`config.mk`:
```
export PLATFORM = sky130hd
export DESIGN_NAME = counter_7seg_flat
export DESIGN_NICKNAME = d
export VERILOG_FILES = /design/src/rtl/counter_7seg_if.sv /design/src/rtl/counter_7seg.sv /design/src/flat_wrapper.sv
export SDC_FILE = /design/constraint.sdc
export NUM_CORES = 1
export LEC_CHECK = 0
export CAP_MARGIN = 10
export CORE_AREA = 2 2 70 98
export CTS_CLUSTER_SIZE = 16
export DETAILED_ROUTE_END_ITERATION = 10
export DIE_AREA = 0 0 72 100
export PLACE_DENSITY_LB_ADDON = 0.08
export SLEW_MARGIN = 20
export SYNTH_ARGS = -nofsm -noshare
export SYNTH_HDL_FRONTEND = slang
export SYNTH_SLANG_ARGS = --single-unit
```
`constraint.sdc`:
```
create_clock -name clk -period 3.19 [get_ports clk]
set_input_delay 0.638 -clock clk [delete_from_list [all_inputs] [get_ports clk]]
set_output_delay 0.638 -clock clk [all_outputs]
set_load 0.05 [all_outputs]
```
`src/rtl/counter_7seg_if.sv`:
```
// Switch/display bundle for counter_7seg.
//   sw  : control switches, driven by the board side (master)
//   seg : active-low seven-segment pattern plus dp, driven by the counter (slave)
interface counter_7seg_if;
    logic [7:0] sw;
    logic [7:0] seg;

    modport master (output sw, input seg);
    modport slave  (input sw, output seg);
endinterface

```
`src/rtl/counter_7seg.sv`:
```
// Switch-controlled hexadecimal counter driving one seven-segment digit.
// A prescaler divides clk down to a count tick. Load and clear override
// counting, and the dp lights for the tick period following a wrap.
// Ports:
//   clk      : system clock, rising edge
//   rst      : synchronous active-high reset
//   bus.sw   : [0] run, [1] down, [2] clear, [3] load, [7:4] load value
//   bus.seg  : registered active-low segments {dp,g,f,e,d,c,b,a}
module counter_7seg #(
    parameter int unsigned PRESCALE = 4,
    parameter int unsigned CNT_W    = 32
) (
    input  logic           clk,
    input  logic           rst,
    counter_7seg_if.slave  bus
);

    localparam logic [CNT_W-1:0] PMax = CNT_W'(PRESCALE - 1);

    logic [CNT_W-1:0] p_q, p_d;
    logic [3:0]       d_q, d_d;
    logic             w_q, w_d;
    logic [7:0]       seg_q, seg_d;
    logic [6:0]       hex;

    // Next-state: load beats clear beats run; hold resets the prescaler phase.
    always_comb begin
        p_d = p_q;
        d_d = d_q;
        w_d = w_q;
        if (bus.sw[3]) begin
            d_d = bus.sw[7:4];
            p_d = '0;
            w_d = 1'b0;
        end else if (bus.sw[2]) begin
            d_d = 4'h0;
            p_d = '0;
            w_d = 1'b0;
        end else if (bus.sw[0]) begin
            if (p_q == PMax) begin
                p_d = '0;
                if (bus.sw[1]) begin
                    d_d = d_q - 4'h1;
                    w_d = (d_q == 4'h0);
                end else begin
                    d_d = d_q + 4'h1;
                    w_d = (d_q == 4'hF);
                end
            end else begin
                p_d = p_q + 1'b1;
            end
        end else begin
            p_d = '0;
        end
    end

    // Hex-to-segment decode of the current digit, active low {g,f,e,d,c,b,a}.
    always_comb begin
        hex = 7'h7F;
        unique case (d_q)
            4'h0: hex = 7'h40;
            4'h1: hex = 7'h79;
            4'h2: hex = 7'h24;
            4'h3: hex = 7'h30;
            4'h4: hex = 7'h19;
            4'h5: hex = 7'h12;
            4'h6: hex = 7'h02;
            4'h7: hex = 7'h78;
            4'h8: hex = 7'h00;
            4'h9: hex = 7'h10;
            4'hA: hex = 7'h08;
            4'hB: hex = 7'h03;
            4'hC: hex = 7'h46;
            4'hD: hex = 7'h21;
            4'hE: hex = 7'h06;
            4'hF: hex = 7'h0E;
            default: hex = 7'h7F;
        endcase
        // Display follows the registered digit, so seg trails D by one cycle.
        seg_d = {~w_q, hex};
    end

    always_ff @(posedge clk) begin
        if (rst) begin
            p_q   <= '0;
            d_q   <= 4'h0;
            w_q   <= 1'b0;
            seg_q <= 8'hC0;
        end else begin
            p_q   <= p_d;
            d_q   <= d_d;
            w_q   <= w_d;
            seg_q <= seg_d;
        end
    end

    assign bus.seg = seg_q;

endmodule

```
`src/flat_wrapper.sv`:
```
// flat-port wrapper written by rule: the top's interface ports become plain ports
module counter_7seg_flat 
#(
    parameter int unsigned PRESCALE = 4,
    parameter int unsigned CNT_W    = 32
)
  (clk, rst, bus_sw, bus_seg);
  counter_7seg_if bus_i ();
  input  logic clk;
  input  logic rst;
  input wire logic [$bits(bus_i.sw)-1:0] bus_sw;
  output wire logic [$bits(bus_i.seg)-1:0] bus_seg;
  assign bus_i.sw = bus_sw;
  assign bus_seg = bus_i.seg;
  counter_7seg #(.PRESCALE(PRESCALE), .CNT_W(CNT_W)) u_core (.clk(clk), .rst(rst), .bus(bus_i));
endmodule
```
## Word-level counts from Yosys, hierarchy flattened

Memory sizes are Yosys's and may differ from the RTL's. A register that Yosys moved wholly into a read port is not among the register bits.
Index checks and enable logic that the tools add are counted.

| operators by class | value |
|---|---|
| $lt $le $gt $ge | 0 |
| reduce and logical (&&, ||, !) cells | 7 |
| divide/modulo/power cells | 0 |
| bitwise logic cells | 2 |
| mux-type cells | 6 |
| shift operators | 0 |
| equal/unequal tests | 2 |
| multipliers | 0 |
| $add $sub $neg | 3 |

Operator list:

| operator | number |
|---|---|
| $add A32 B1 Y32 const B | 1 |
| $eq A32 B2 Y1 const B | 1 |
| $mux W4 | 5 |
| $reduce_bool A3 Y1 | 2 |
| $reduce_or A5 Y1 | 1 |
| $add A4 B1 Y4 const B | 1 |
| $eq A4 B4 Y1 const B | 1 |
| $logic_not A4 Y1 | 1 |
| $reduce_and A2 Y1 | 2 |
| $sub A4 B1 Y4 const B | 1 |
| $reduce_or A3 Y1 | 1 |
| $not A1 Y1 | 2 |
| $mux W1 | 1 |

| word-level totals | value |
|---|---|
| bits in latches | 0 |
| input port bits | 10 |
| logic and storage cells | 25 |
| RAM bits | 0 |
| bits in read-only memories | 112 |
| memories | 1 |
| register bits | 45 |
| output and inout bits | 8 |

Memories:

| memory | depth | width | rd ports | clocked after memory_dff | write ports | RTL line | RTL |
|---|---|---|---|---|---|---|---|
| (name not given) | 16 | 7 | 1 | 1 | 0 | counter_7seg.sv:60 | `unique case (d_q)` |

## Depth between registers and ports, before layout

| logic depth | value |
|---|---|
| word-level depth | 6 |
| gate-level depth with buffers | 6 |
| gate-level depth less buffers | 6 |

## Worst setup path after synthesis

No wires, ideal clock.

| timing | value |
|---|---|
| path type | in2reg |
| from | input bus_sw[1] |
| to | register u_core.d_q[2] |
| setup time | 123 ps |
| buffers on the path | 0 |
| data required time | 3067 ps |
| stages on the path | 5 |
| data arrival time | 1666 ps |
| setup slack | 1401 ps |
| cell sequence | fa_1 > xor2_1 > a22oi_1 > nor2_1 > mux2_1 |

| between the ends | value |
|---|---|
| longest elaborated chain between the ends | 5 |

Ends and longest elaborated chain:

| what | RTL line | RTL |
|---|---|---|
| start, declared | flat_wrapper.sv:11 | `input wire logic [$bits(bus_i.sw)-1:0] bus_sw;` |
| $mux W4 | counter_7seg.sv:42 | `if (bus.sw[1]) begin` |
| $mux W4 | counter_7seg.sv:40 | `if (p_q == PMax) begin` |
| $mux W4 | counter_7seg.sv:39 | `end else if (bus.sw[0]) begin` |
| $mux W4 | counter_7seg.sv:35 | `end else if (bus.sw[2]) begin` |
| $mux W4 | counter_7seg.sv:31 | `if (bus.sw[3]) begin` |
| end signal, assigned | counter_7seg.sv:86 | `d_q <= 4'h0;` |
| end signal, assigned | counter_7seg.sv:91 | `d_q <= d_d;` |
| end, declared | counter_7seg.sv:21 | `logic [3:0] d_q, d_d;` |

Every way passes these cells. The select of a mux whose other input is x is not followed.
A chain may end at the register's enable or synchronous reset.

## Worst setup path after layout

| timing | value |
|---|---|
| from | register u_core.p_q[0] |
| to | register u_core.p_q[26] |

| between the ends | value |
|---|---|
| longest elaborated chain between the ends | 2 |
| elaborated cells between the ends (all ways) | 3 |
| classes of those cells | add/sub: 1; eq/ne: 1; reduce/logical: 1 |

Ends and longest elaborated chain:

| what | RTL line | RTL |
|---|---|---|
| start, declared | counter_7seg.sv:20 | `logic [CNT_W-1:0] p_q, p_d;` |
| start signal, assigned | counter_7seg.sv:90 | `p_q <= p_d;` |
| parallel branches: the longest is 2 deep, another holds $add A32 B1 Y32 | - |  |

Parallel ways; which one is timed is not known.

==> out/qor.txt <==
Run status: finished, final reports clean
# DRC: 0
Setup TNS: 0 ns
Fin. Hold Viols: 0
Starting Density: 38.17%
Highest Clock Rate: 0.4419 GHz
GR Util met1: 18.02%
Cell variety after synth: 52
TritonCTS Buffers: 5
Global route overflow: 0
Synthesis-stage register bit count: 45
Post-DP HPWL: 3828 um
Die area: 0.007200 sq mm
Clock latency on the worst-skew pair: 0.29 ns
Rows: 35
# clock sinks: 45
Pwr Density: 385.8 mW/mm^2
Synth Cell Area: 0.002457 sq mm
Critical path's slowest cell: or4_1
RePlAce Congestion: 0.7698
Max VDD drop: 0.1454 mV
Final Net Count: 314
Setup violators final: 0
Worst path cell trace: ha_1 > and4_1 > nand4_2 > or4_1 > a21oi_1
Reg power frac: 55.3%
Switching Share: 25.15%
Initial drt markers: 36
Highest cell delay on the worst timing path: 0.63 ns
P_int: 0.0007962 W
First-pass GRT wire length: 9328 um
Number of global-route vias before repair: 1987
CTS Buffer Depth: 2
CTS tree: built
GRT busiest layer: met2
Core ar.: 0.006437 sq mm
CP Capture Type: flop
M3 GR Usage: 2.510%
Cts hold-fix bufs: 0
H-Tree Level Count: 2
Clock power frac: 33.6%
Stages on worst setup path: 5
Worst-path clk slew: 0.08 ns
Logic pwr share: 11.1%
Fillers: 673
Hold Crit Class: reg2reg
Number of detailed-routing iterations run before antenna repair: 4
Pin count of the biggest net entering global routing: 31
CP required: 3.42 ns
Ys async rst share: 0%
Layout cells sized above 1: 6.463%
Max-Cap Viols: 0
EDFF count, synth: 0
Root Driver: clkbuf_8
Hold Slack: 0.4003 ns
Avg Cell Area, Syn: 8.714 sq um
Resize count post-CTS: 0
Hold depth: 1
RSZ-0062 raised after global routing: false
Synth-to-layout area growth: 12.22%
Startpoint type of the worst setup path: flop
Final slew viol count: 0
Grt met2 use: 30.13%
Worst r2r path cells: 5
Fin crit period: 2.263 ns
Tcrit/Tclk final: 70.94%
GRT Total Usage: 16.11%
Inst Count DP: 361
Routed length per instance: 14.85 um
Port-buffer cells: 17
DR vias: 2121
NetSw: 0.0002675 W
Slew margin rel.: 56.73%
Post-route ant nets: 0
Clock Skews: 0.003297 ns
Width of the die: 72 um
Postcts setup bufs: 0
Post-synthesis sequential area ratio: 36.66%
Routed wire length: 5465 um
Vias per cell: 5.764
N_diodes: 0
WP buf/inv: 0
Syn Nets: 302
# IOs: 18
Data arrival, critical path: 2.49 ns
Most used DFF post-synth: dfxtp_1
Worst Max-Slew Pin Slew: 0.6491 ns
Worst Path Class, Setup: reg2reg
CP delay by family, top: simple AND/OR/NAND/NOR gates
Max FO, Critical Path: 17
Warnings from Yosys: 0
Initial antenna violation count: 0
Post-Synthesis Cells: 282
Die H: 100 um
Post-Layout Cell Count: 368
Leakage: 0.8502 nW
## registers in the layout (all words and copies together) (netlist names)
name            flops
u_core.p_q         32
u_core.bus.seg      8
u_core.d_q          4
u_core.w_q          1
## cell type report
type / instances / area, sq um / share of cell area (%)
tap: 74 / 92.59 / 3.358
clock buffer: 7 / 86.33 / 3.131
multi-input combinational: 215 / 1459 / 52.90
inverter: 7 / 26.28 / 0.9528
sequential: 45 / 900.9 / 32.67
timing repair buffer: 20 / 192.7 / 6.987
## synthesized netlist by cell type (all sizes together), types with 2 or more instances
cell    count  area (sq um)
a311oi      2         17.52
ha          9         112.6
and4        7         61.31
nor4b       2         23.77
nor3        3         15.01
nand2      16         62.56
xor2        7         61.31
nand2b      6         37.54
inv         7         26.28
buf         9         52.55
mux2i       3         30.03
xnor2       6         52.55
o31ai      13         97.59
o21ai       9         45.04
or3         5         31.28
nor4       13         93.84
nor3b       2         15.01
nand3      16         85.08
o211ai      4         30.03
a31oi       2         12.51
dfxtp      45         900.9
nor2       24         90.09
or4        12         90.09
and2        2         12.51
a21oi      23         115.1
nand4       8         68.82
a211oi      3         22.52
mux2        2         22.52
nor2b       3         18.77
clkbuf      6         22.52
## path summary, 6_finish.rpt
path | from | end | slack (ns)
worst min register to register | u_core.w_q | u_core.bus.seg[7] | 0.40
worst min-delay path | u_core.w_q | u_core.bus.seg[7] | 0.40
worst max-delay path | u_core.p_q[0] | u_core.p_q[26] | 0.93
worst max register to register | u_core.p_q[0] | u_core.p_q[26] | 0.93
## worst reg2reg max path, cell delays in order, from the launching register on
cell and delay (ns):
dfxtp_1 0.38, ha_1 0.27, and4_1 0.36, nand4_2 0.41
or4_1 0.64, a21oi_1 0.15
## power by group through the flow
| stage | clock (W) | combinational (W) | sequential (W) |
|---|---|---|---|
| 6_report | 0.000357 | 0.000118 | 0.000588 |
| 3_5_place_dp | 0 | 0.000119 | 0.000602 |
| 3_3_place_gp | 0 | 0.000120 | 0.000602 |
| 2_1_floorplan | 0 | 0.0000612 | 0.000618 |
| 4_1_cts | 0.000376 | 0.000120 | 0.000589 |
| 5_1_grt | 0.000398 | 0.000132 | 0.000591 |
## cells in the final DEF (no fill, tap or decap), types with 4 or more instances in the layout
cell             Yosys  routed
a21oi_1             23      23
and4_1               7       7
clkbuf_8             0       6
clkdlybuf4s50_1      0      17
dfxtp_1             45      45
ha_1                 9       9
inv_1                7       7
nand2_1             15      15
nand2b_1             6       6
nand3_1             15      15
nand4_1              5       5
nor2_1              24      24
nor4_1              11      11
o211ai_1             4       4
o21ai_0              8       8
o31ai_1             13      13
or3_1                5       5
or4_1               12      12
xnor2_1              6       6
xor2_1               7       7
## through the flow
| step | setup slack, ns | total power [W] | area (sq um) | util [%] |
|---|---|---|---|---|
| 2_1_floorplan | 1.401 | 0.0006789 | 2457 | - |
| 3_3_place_gp | 0.7680 | 0.0007219 | 2671 | 41.50 |
| 3_5_place_dp | 0.7643 | 0.0007211 | 2671 | 41.50 |
| 4_1_cts | 0.9114 | 0.001085 | 2758 | 42.84 |
| 5_1_grt | 0.7861 | 0.001121 | 2758 | 42.84 |
| 6_report | 0.9269 | 0.001064 | 2758 | 42.84 |
## cells by family (layout without fill, tap and decap cells)
| family | after synthesis | count (layout) | share of synthesized area, % |
|---|---|---|---|
| mux | 5 | 5 | 2.138 |
| flops | 45 | 45 | 36.66 |
| buf+inv | 22 | 34 | 4.124 |
| compound gates | 64 | 64 | 16.50 |
| fa+ha+maj | 10 | 10 | 5.397 |
| xor+xnor | 13 | 13 | 4.633 |
| simple gates | 123 | 123 | 30.55 |
## layer usage
layer  share of wire (%)  vias to the layer above
met1                  44                      993
li1                    -                     1092
met3                 3.1                        6
met2                  51                       30
met4                 1.6                        0
met5                   0                        -
(Power assumes the default switching activity.)
